$ cat config.mk
export PLATFORM = sky130hd
export DESIGN_NAME = conv_encoder_tx
export DESIGN_NICKNAME = d
export VERILOG_FILES = /design/src/rtl/conv_code_pkg.sv /design/src/rtl/conv_branch_symbol.sv /design/src/rtl/conv_encoder_tx.sv
export SDC_FILE = /design/constraint.sdc
export NUM_CORES = 1
export LEC_CHECK = 0
export ABC_AREA = 1
export BUFFER_PORTS_ARGS = -buffer_cell sky130_fd_sc_hd__buf_2
export CORE_UTILIZATION = 35
export DETAILED_ROUTE_END_ITERATION = 10
export PLACE_DENSITY = 0.62
export SKIP_LAST_GASP = 1
export SYNTH_ARGS = -nofsm -noshare
export SYNTH_HDL_FRONTEND = slang
export SYNTH_SLANG_ARGS = --single-unit
$ cat constraint.sdc
create_clock -name clk -period 1.85 [get_ports clk]
set_input_delay 0.0925 -clock clk [delete_from_list [all_inputs] [get_ports clk]]
set_output_delay 0.0925 -clock clk [all_outputs]
set_load 0.01 [all_outputs]
$ cat src/rtl/conv_code_pkg.sv
// Shared rate-1/2, K=3 convolutional code definitions (encoder and decoder).
// Trellis state s[1:0] = {newest bit, previous bit}; next state = {u, s[1]}.
package conv_code_pkg;

  localparam int unsigned DATA_W_DEF = 8;

  // Generators ordered {u, s[1], s[0]}
  localparam logic [2:0] G0_DEF = 3'b111;
  localparam logic [2:0] G1_DEF = 3'b101;

  // Trellis state encodings shared with the Viterbi decoder
  localparam logic [1:0] S00 = 2'b00;
  localparam logic [1:0] S01 = 2'b01;
  localparam logic [1:0] S10 = 2'b10;
  localparam logic [1:0] S11 = 2'b11;

  typedef enum logic [1:0] {
    ST_IDLE   = 2'd0,
    ST_ENCODE = 2'd1,
    ST_TAIL   = 2'd2,
    ST_DONE   = 2'd3
  } enc_state_e;

  // Parity of the generator taps applied to {u, s}
  function automatic logic branch_bit(input logic [2:0] g, input logic u,
                                      input logic [1:0] s);
    return ^(g & {u, s});
  endfunction

endpackage

$ cat src/rtl/conv_branch_symbol.sv
// Combinational trellis branch: code bits and next state for input bit u
// leaving state s. Shared with the decoder's branch-metric unit.
module conv_branch_symbol
  import conv_code_pkg::*;
#(
  parameter logic [2:0] G0 = G0_DEF,
  parameter logic [2:0] G1 = G1_DEF
) (
  input  logic       u,
  input  logic [1:0] s,
  output logic       c0_c,
  output logic       c1_c,
  output logic [1:0] s_next_c
);

  // Branch output bits and successor state
  always_comb begin
    c0_c     = branch_bit(G0, u, s);
    c1_c     = branch_bit(G1, u, s);
    s_next_c = {u, s[1]};
  end

endmodule

$ cat src/rtl/conv_encoder_tx.sv
// Rate-1/2, K=3 convolutional encoder and symbol serializer.
// One byte per frame, bits encoded LSB-first, one registered 2-bit symbol
// per input bit under valid/ready backpressure.
// Build option: CONV_ENC_TAIL_EN appends two zero flush bits so every frame
// terminates in state 00.
module conv_encoder_tx
  import conv_code_pkg::*;
#(
  parameter int unsigned DATA_W = DATA_W_DEF,
  parameter logic [2:0]  G0     = G0_DEF,
  parameter logic [2:0]  G1     = G1_DEF
) (
  input  logic              clk,
  input  logic              rst,
  input  logic [DATA_W-1:0] i_data,
  input  logic              i_valid,
  output logic              o_ready,
  output logic [1:0]        o_sym,
  output logic              o_sym_valid,
  input  logic              i_sym_ready,
  output logic              o_last,
  output logic              o_done
);

  localparam int unsigned CNT_W = $clog2(DATA_W + 2);
  localparam logic [CNT_W-1:0] LAST_DATA = CNT_W'(DATA_W - 1);
`ifdef CONV_ENC_TAIL_EN
  localparam logic [CNT_W-1:0] LAST_TAIL = CNT_W'(DATA_W + 1);
`endif

  enc_state_e        state_q, state_nx;
  logic [DATA_W-1:0] shreg_q, shreg_nx;
  logic [1:0]        s_q, s_nx;
  logic [CNT_W-1:0]  cnt_q, cnt_nx;

  logic              accept;
  logic              consume;
  logic              u_cur;
  logic              u_nx;
  logic [1:0]        s_adv;
  logic              cur_c0, cur_c1;
  logic              nx_c0, nx_c1;
  logic [1:0]        nx_s_next;
  logic              unused_branch;

  logic [1:0]        sym_nx;
  logic              sym_valid_nx;
  logic              last_nx;
  logic              done_nx;
  logic              ready_nx;

  assign accept  = i_valid && o_ready;
  assign consume = o_sym_valid && i_sym_ready;

  // Input bit of the symbol currently presented, and of the one presented next
  assign u_cur = (state_q == ST_ENCODE) && shreg_q[0];
  assign u_nx  = (state_nx == ST_ENCODE) && shreg_nx[0];

  // Branch for the current symbol: gives the state after it is consumed
  conv_branch_symbol #(.G0(G0), .G1(G1)) u_branch_cur (
    .u        (u_cur),
    .s        (s_q),
    .c0_c     (cur_c0),
    .c1_c     (cur_c1),
    .s_next_c (s_adv)
  );

  // Branch for the next symbol: gives the code bits to register
  conv_branch_symbol #(.G0(G0), .G1(G1)) u_branch_nx (
    .u        (u_nx),
    .s        (s_nx),
    .c0_c     (nx_c0),
    .c1_c     (nx_c1),
    .s_next_c (nx_s_next)
  );

  assign unused_branch = ^{cur_c0, cur_c1, nx_s_next};

  // FSM state register
  always_ff @(posedge clk or negedge rst) begin
    if (!rst) state_q <= ST_IDLE;
    else      state_q <= state_nx;
  end

  // FSM next-state logic
  always_comb begin
    state_nx = state_q;
    case (state_q)
      ST_IDLE: begin
        if (accept) state_nx = ST_ENCODE;
      end
      ST_ENCODE: begin
        if (consume && (cnt_q == LAST_DATA)) begin
`ifdef CONV_ENC_TAIL_EN
          state_nx = ST_TAIL;
`else
          state_nx = ST_DONE;
`endif
        end
      end
`ifdef CONV_ENC_TAIL_EN
      ST_TAIL: begin
        if (consume && (cnt_q == LAST_TAIL)) state_nx = ST_DONE;
      end
`endif
      ST_DONE: begin
        state_nx = ST_IDLE;
      end
      default: begin
        state_nx = ST_IDLE;
      end
    endcase
  end

  // Datapath next values: load on accept, advance one bit per consumed symbol
  always_comb begin
    shreg_nx = shreg_q;
    s_nx     = s_q;
    cnt_nx   = cnt_q;
    if (accept) begin
      shreg_nx = i_data;
      s_nx     = S00;
      cnt_nx   = '0;
    end else if (consume) begin
      shreg_nx = shreg_q >> 1;
      s_nx     = s_adv;
      cnt_nx   = cnt_q + CNT_W'(1);
    end
  end

  // Output logic: next values of the registered outputs, from the next state
  always_comb begin
    sym_nx       = 2'b00;
    sym_valid_nx = 1'b0;
    last_nx      = 1'b0;
    done_nx      = 1'b0;
    ready_nx     = 1'b0;
    case (state_nx)
      ST_IDLE: begin
        ready_nx = 1'b1;
      end
      ST_ENCODE: begin
        sym_valid_nx = 1'b1;
        sym_nx       = {nx_c0, nx_c1};
`ifndef CONV_ENC_TAIL_EN
        last_nx      = (cnt_nx == LAST_DATA);
`endif
      end
`ifdef CONV_ENC_TAIL_EN
      ST_TAIL: begin
        sym_valid_nx = 1'b1;
        sym_nx       = {nx_c0, nx_c1};
        last_nx      = (cnt_nx == LAST_TAIL);
      end
`endif
      ST_DONE: begin
        done_nx = 1'b1;
      end
      default: begin
        ready_nx = 1'b0;
      end
    endcase
  end

  // Datapath and output registers
  always_ff @(posedge clk or negedge rst) begin
    if (!rst) begin
      shreg_q     <= '0;
      s_q         <= S00;
      cnt_q       <= '0;
      o_ready     <= 1'b1;
      o_sym       <= 2'b00;
      o_sym_valid <= 1'b0;
      o_last      <= 1'b0;
      o_done      <= 1'b0;
    end else begin
      shreg_q     <= shreg_nx;
      s_q         <= s_nx;
      cnt_q       <= cnt_nx;
      o_ready     <= ready_nx;
      o_sym       <= sym_nx;
      o_sym_valid <= sym_valid_nx;
      o_last      <= last_nx;
      o_done      <= done_nx;
    end
  end

endmodule

# == Word-level counts from Yosys, hierarchy flattened ==
# Cells that the tools add are included.
# totals
regBits,22
output_inout_bits,6
input_bits,12
word_cells,40
# classes
n_reduce_logical,10
n_addsub,1
n_eq_ne,5
mux,14
# ops
op,count
$mux W8,2
$mux W2,5
$eq A4 B3 Y1 const B,2
$mux W4,2
$reduce_xor A3 Y1,2
$logic_and A1 B1 Y1,5
$add A4 B1 Y4 const B,1
$eq A2 B1 Y1 const B,2
$logic_not A2 Y1,2
$mux W1,4
$pmux W2 S2,1
$eq A2 B2 Y1 const B,1
$reduce_bool A2 Y1,1

# == Longest topological paths before layout ==
# logic_depth
word_depth,8
mapped_depth,10
ltp_nobuf,10

# == Modules after synthesis ==
# Synthesis repeated with hierarchy kept, for this count alone.
# hier_totals
hier_cells,141
area_unflattened_um2,1132.3
# modules_own_cells
module,seq_area_each_um2,instances,area_per_inst_um2,cells_each
conv_encoder_tx,551.8,1,1014.7,115
conv_branch_symbol,0.0,2,58.8,13

# == Least setup slack after synthesis ==
# OpenSTA, ideal clock, no wires.
# synth_timing
path_type,register to register
from,register o_ready
to,register o_sym[1]
slack_ns,0.466
stages_incl_launch_ff,10
required_ns,1.733
t_arrival_ns,1.266
path_buffers,1
path_cell_list,dfstp_2 -> nand2_2 -> buf_6 -> or2_0 -> nand2_2 -> inv_2 -> nand2_4 -> nand2_1 -> nand2_1 -> nor2_1
# synth_rtl
item,line_no,text
from (decl),conv_encoder_tx.sv:17,"output logic o_ready,"
from (signal assigned),conv_encoder_tx.sv:180,o_ready <= ready_nx;
$logic_and A1 B1 Y1,conv_encoder_tx.sv:52,assign accept = i_valid && o_ready;
$mux W8,conv_encoder_tx.sv:120,if (accept) begin
via shreg_nx[0],conv_encoder_tx.sv:32,"logic [DATA_W-1:0] shreg_q, shreg_nx;"
$logic_and A1 B1 Y1,conv_encoder_tx.sv:57,assign u_nx = (state_nx == ST_ENCODE) && shreg_nx[0];
$reduce_xor A3 Y1,conv_code_pkg.sv:27,"return ^(g & {u, s});"
$mux W2,conv_encoder_tx.sv:138,case (state_nx)
via sym_nx[1],conv_encoder_tx.sv:46,logic [1:0] sym_nx;
to (signal assigned),conv_encoder_tx.sv:181,o_sym <= sym_nx;
to (decl),conv_encoder_tx.sv:18,"output logic [1:0] o_sym,"
# The timed path passes the listed nets, and every way through them passes these cells.
# A chain may end at the register's enable or synchronous reset.

# == Worst setup path after layout ==
# layout_timing
from,register o_ready
to,register o_sym[1]
# layout_between
elab_chain_len,7
# layout_rtl
item,line_no,text
$logic_and A1 B1 Y1 *,conv_encoder_tx.sv:52,
$mux W2 *,conv_encoder_tx.sv:90,if (accept) state_nx = ST_ENCODE;
$pmux W2 S2 *,conv_encoder_tx.sv:88,case (state_q)
via state_nx[0],conv_encoder_tx.sv:31,"enc_state_e state_q, state_nx;"
$eq A2 B1 Y1 *,"conv_encoder_tx.sv:57, conv_encoder_tx.sv:138",
$logic_and A1 B1 Y1,conv_encoder_tx.sv:57,
$reduce_xor A3 Y1,conv_code_pkg.sv:27,
$mux W2 *,conv_encoder_tx.sv:138,
via sym_nx[1],conv_encoder_tx.sv:46,
# Mark *: on every way through the listed nets, which the timed path passes. The rest lies on a longest branch.

==> metrics <==
status=finished, violations left; failing checks=design-rule violations; most frequent cells in the layout=nand2_1 (21), dfrtp_1 (21), buf_2 (17); largest net degree at the start of global routing=23; Yosys cell types=24; met2 Use GR=a little over a fifth; drt pass-1 iters=9; Required @ worst endpoint=2.09 ns; Crit Path Class=reg2reg; final WL=between 1500 and 2000 microns; number of buffers created by CTS=3; Placement Setup Slack=between 0.3 and 0.4 ns; CP endpoint=o_sym[1]; Power Density=between 1500 and 2000 nW/um^2; worst-skew pair later-pin latency=~0.31 ns; area share of and/or/nand/nor cells after synthesis=29.32%; RSZ-0062 raised after global routing=false; post-synthesis compound-gate area fraction=7.390%; DP HPWL=between 1000 and 1500 microns; largest family of logic cells by synthesized area=simple AND/OR/NAND/NOR gates; placed cell count=165; CP startpoint=o_ready; Global Route met1 Usage=17.30%; Int Pwr=around 1.1 mW; Post-CTS Setup Inserts=0; io pins=18; GP Congestion=about 0.8; global-route wire length before repair=3243 microns; mux contribution to synthesized area=0%; minimum clock period=roughly 1.6 ns; final std cells w/o fill=~170; Sink Count=22; wire per inst=about 11 microns; Gate power share=45.2%; gr usage total=about an eighth; vias in the first global route=between 700 and 800; final hold violation count=0; CTS H-tree lvls=1; Die H=between 50 and 60 microns; Synth Cell Area=approximately 1000 sq um; drt first-iter violations=19; CTS max path bufs=2; CTS tree=built; clk root buf=clkbuf_4; Crit Path Max Fanout=20; Net Sw Frac=41.48%; Slew Viols, Final=0; flop2flop setup slack=approximately 0.29 ns; maximum VDD drop=about 740 uV; HP Class=in2reg; Final TNS setup=0 ns; DR vias/cell=4.740; worst r2r src=o_ready; share of layout cells above drive strength 1=25.35%; relative slew slack=about two thirds; die area=approximately 3200 sq um; Remaining DRCs=4; Post-Synthesis Cells=120; DRT antenna net count=0; total number of vias=820; post-synthesis register bit count=22; sequential share of power=43.1%; Setup Viol. Count Final=0; clk_skew=just under 0.007 ns; Clk pwr share=11.7%; sequential cell area fraction in the yosys report=a little over half; Port Buffers=17; syn avg cell area=slightly below 9 sq um; Setup crit end kind=register; Post-Synthesis Net Count=133; fmax=around 640 MHz; # rows=19; final worst setup slack=between 0.2 and 0.3 ns; core area=2805 sq um; Finished Core Util=between 40% and 50%; Tcrit/Tclk final=a little over four fifths; initial antenna violation count=0; WP data arrival=1.80 ns; leakage power=between 0.6 and 0.7 nW; post-synthesis adder-cell area fraction=roughly 1.2%; crit start category=register; initial core utilization=about 37%; RR Endpoint=o_sym[1]; Final #Nets=156; met3 GRT Util=approximately 4.8%; slew at the pin with the worst max-slew slack=around 0.5 ns; clk slew on worst S/H paths=roughly 0.12 ns; Psw=between 0.7 and 0.8 mW; Die W=approximately 57 microns; Worst Reg2Reg Path Length in Cells=8; synth-to-layout area growth=15.49%; grt ovf=0; post-synthesis xor/xnor area fraction=less than 1%; max-cap violation count=0; diode count=0; gr busiest metal=met2; Syn. warnings=0
==> worst max-delay path: stages (launching register included) <==
cell,delay (ns)
dfstp_2,0.55
nand2_2,0.24
a21oi_4,0.24
nand2_2,0.10
inv_1,0.13
nand2_4,0.06
nand2_1,0.06
nand2_1,0.05
nor2_1,0.08
==> per-layer routing <==
layer  routed length, microns  part of all wire (%)
met2                      868                    46
met3                       91                   4.8
met5                        0                     0
met4                       19                   1.0
met1                      912                    48
==> synth_stat cells <==
cell	instances	area share, %
nand2_1	21	7.5
nand2_2	7	4.2
nand4_1	1	0.60
a21oi_1	3	1.4
inv_2	2	0.72
nor2_1	15	5.4
or2_0	1	0.60
ha_1	1	1.2
dfrtp_1	21	50
nand3_2	2	1.9
dfstp_2	1	2.5
o21ai_0	4	1.9
a21oi_2	1	0.83
inv_1	14	5.0
a21oi_4	1	1.5
xor2_1	1	0.83
nor3_1	1	0.48
buf_2	1	0.48
nand3_1	16	7.6
nand2_4	1	1.1
o221a_2	1	1.1
buf_6	2	2.1
o22ai_1	1	0.60
clkinv_1	1	0.36
==> registers in the layout, indices dropped and copies added, names as in the netlist <==
name	cells
cnt_q	4
o_sym	2
o_sym_valid	1
o_ready	1
state_q	2
o_last	1
o_done	1
s_q	2
shreg_q	8
==> layout make-up <==
| type | instances | area (sq um) |
|---|---|---|
| Sequential cell | 22 | 551.8 |
| Fill cell | 284 | 1593 |
| Clock buffer | 4 | 26.28 |
| Inverter | 17 | 63.81 |
| Multi-Input combinational cell | 78 | 406.6 |
| Timing Repair Buffer | 21 | 125.1 |
| Tap cell | 31 | 38.79 |
==> power by group through the flow <==
| stage | Combinational [mW] | Clock (mW) | Sequential (mW) |
|---|---|---|---|
| floorplan | 0.684 | 0 | 0.841 |
| finish | 0.870 | 0.224 | 0.829 |
| global placement | 0.862 | 0 | 0.834 |
| global route | 1.01 | 0.253 | 0.854 |
| detailed placement | 0.876 | 0 | 0.838 |
| CTS | 0.881 | 0.232 | 0.829 |
==> cell families after synthesis <==
kind of cell,count (synthesis)
and+or+nand+nor,65
DFF,22
buffers and inverters,20
AOI/OAI and AO/OA,11
xor gates and xnor gates,1
adders and majority gates,1
==> what timing repair did <==
action | CTS | global route
endpoints found under the setup margin | 0 | 0
hold buffers | 4 | 0
endpoints found under the hold margin | 24 | 0
resized for setup | 0 | 0
==> worst min-delay path by stage <==
stage	startpoint	slack [ns]	cells after the start	end
after CTS	i_data[3]	0.02	3	shreg_q[3]
after global placement	rst	0.08	1	o_done
after detailed placement	rst	0.09	1	o_done
final	i_data[3]	0.02	3	shreg_q[3]
after floorplan	rst	-0.20	0	cnt_q[0]
after global routing	i_data[4]	0.01	3	shreg_q[4]
==> per-stage QoR <==
step	power (mW)	cell area (sq um)	hold slack, ns
finish	1.923	1212	0.02263
global route	2.121	1212	0.01116
CTS	1.942	1212	0.01657
detailed placement	1.714	1146	0.08705
global placement	1.696	1146	0.08483
floorplan	1.525	1050	-0.2031
Note: power is estimated with default switching activity, not from simulation.
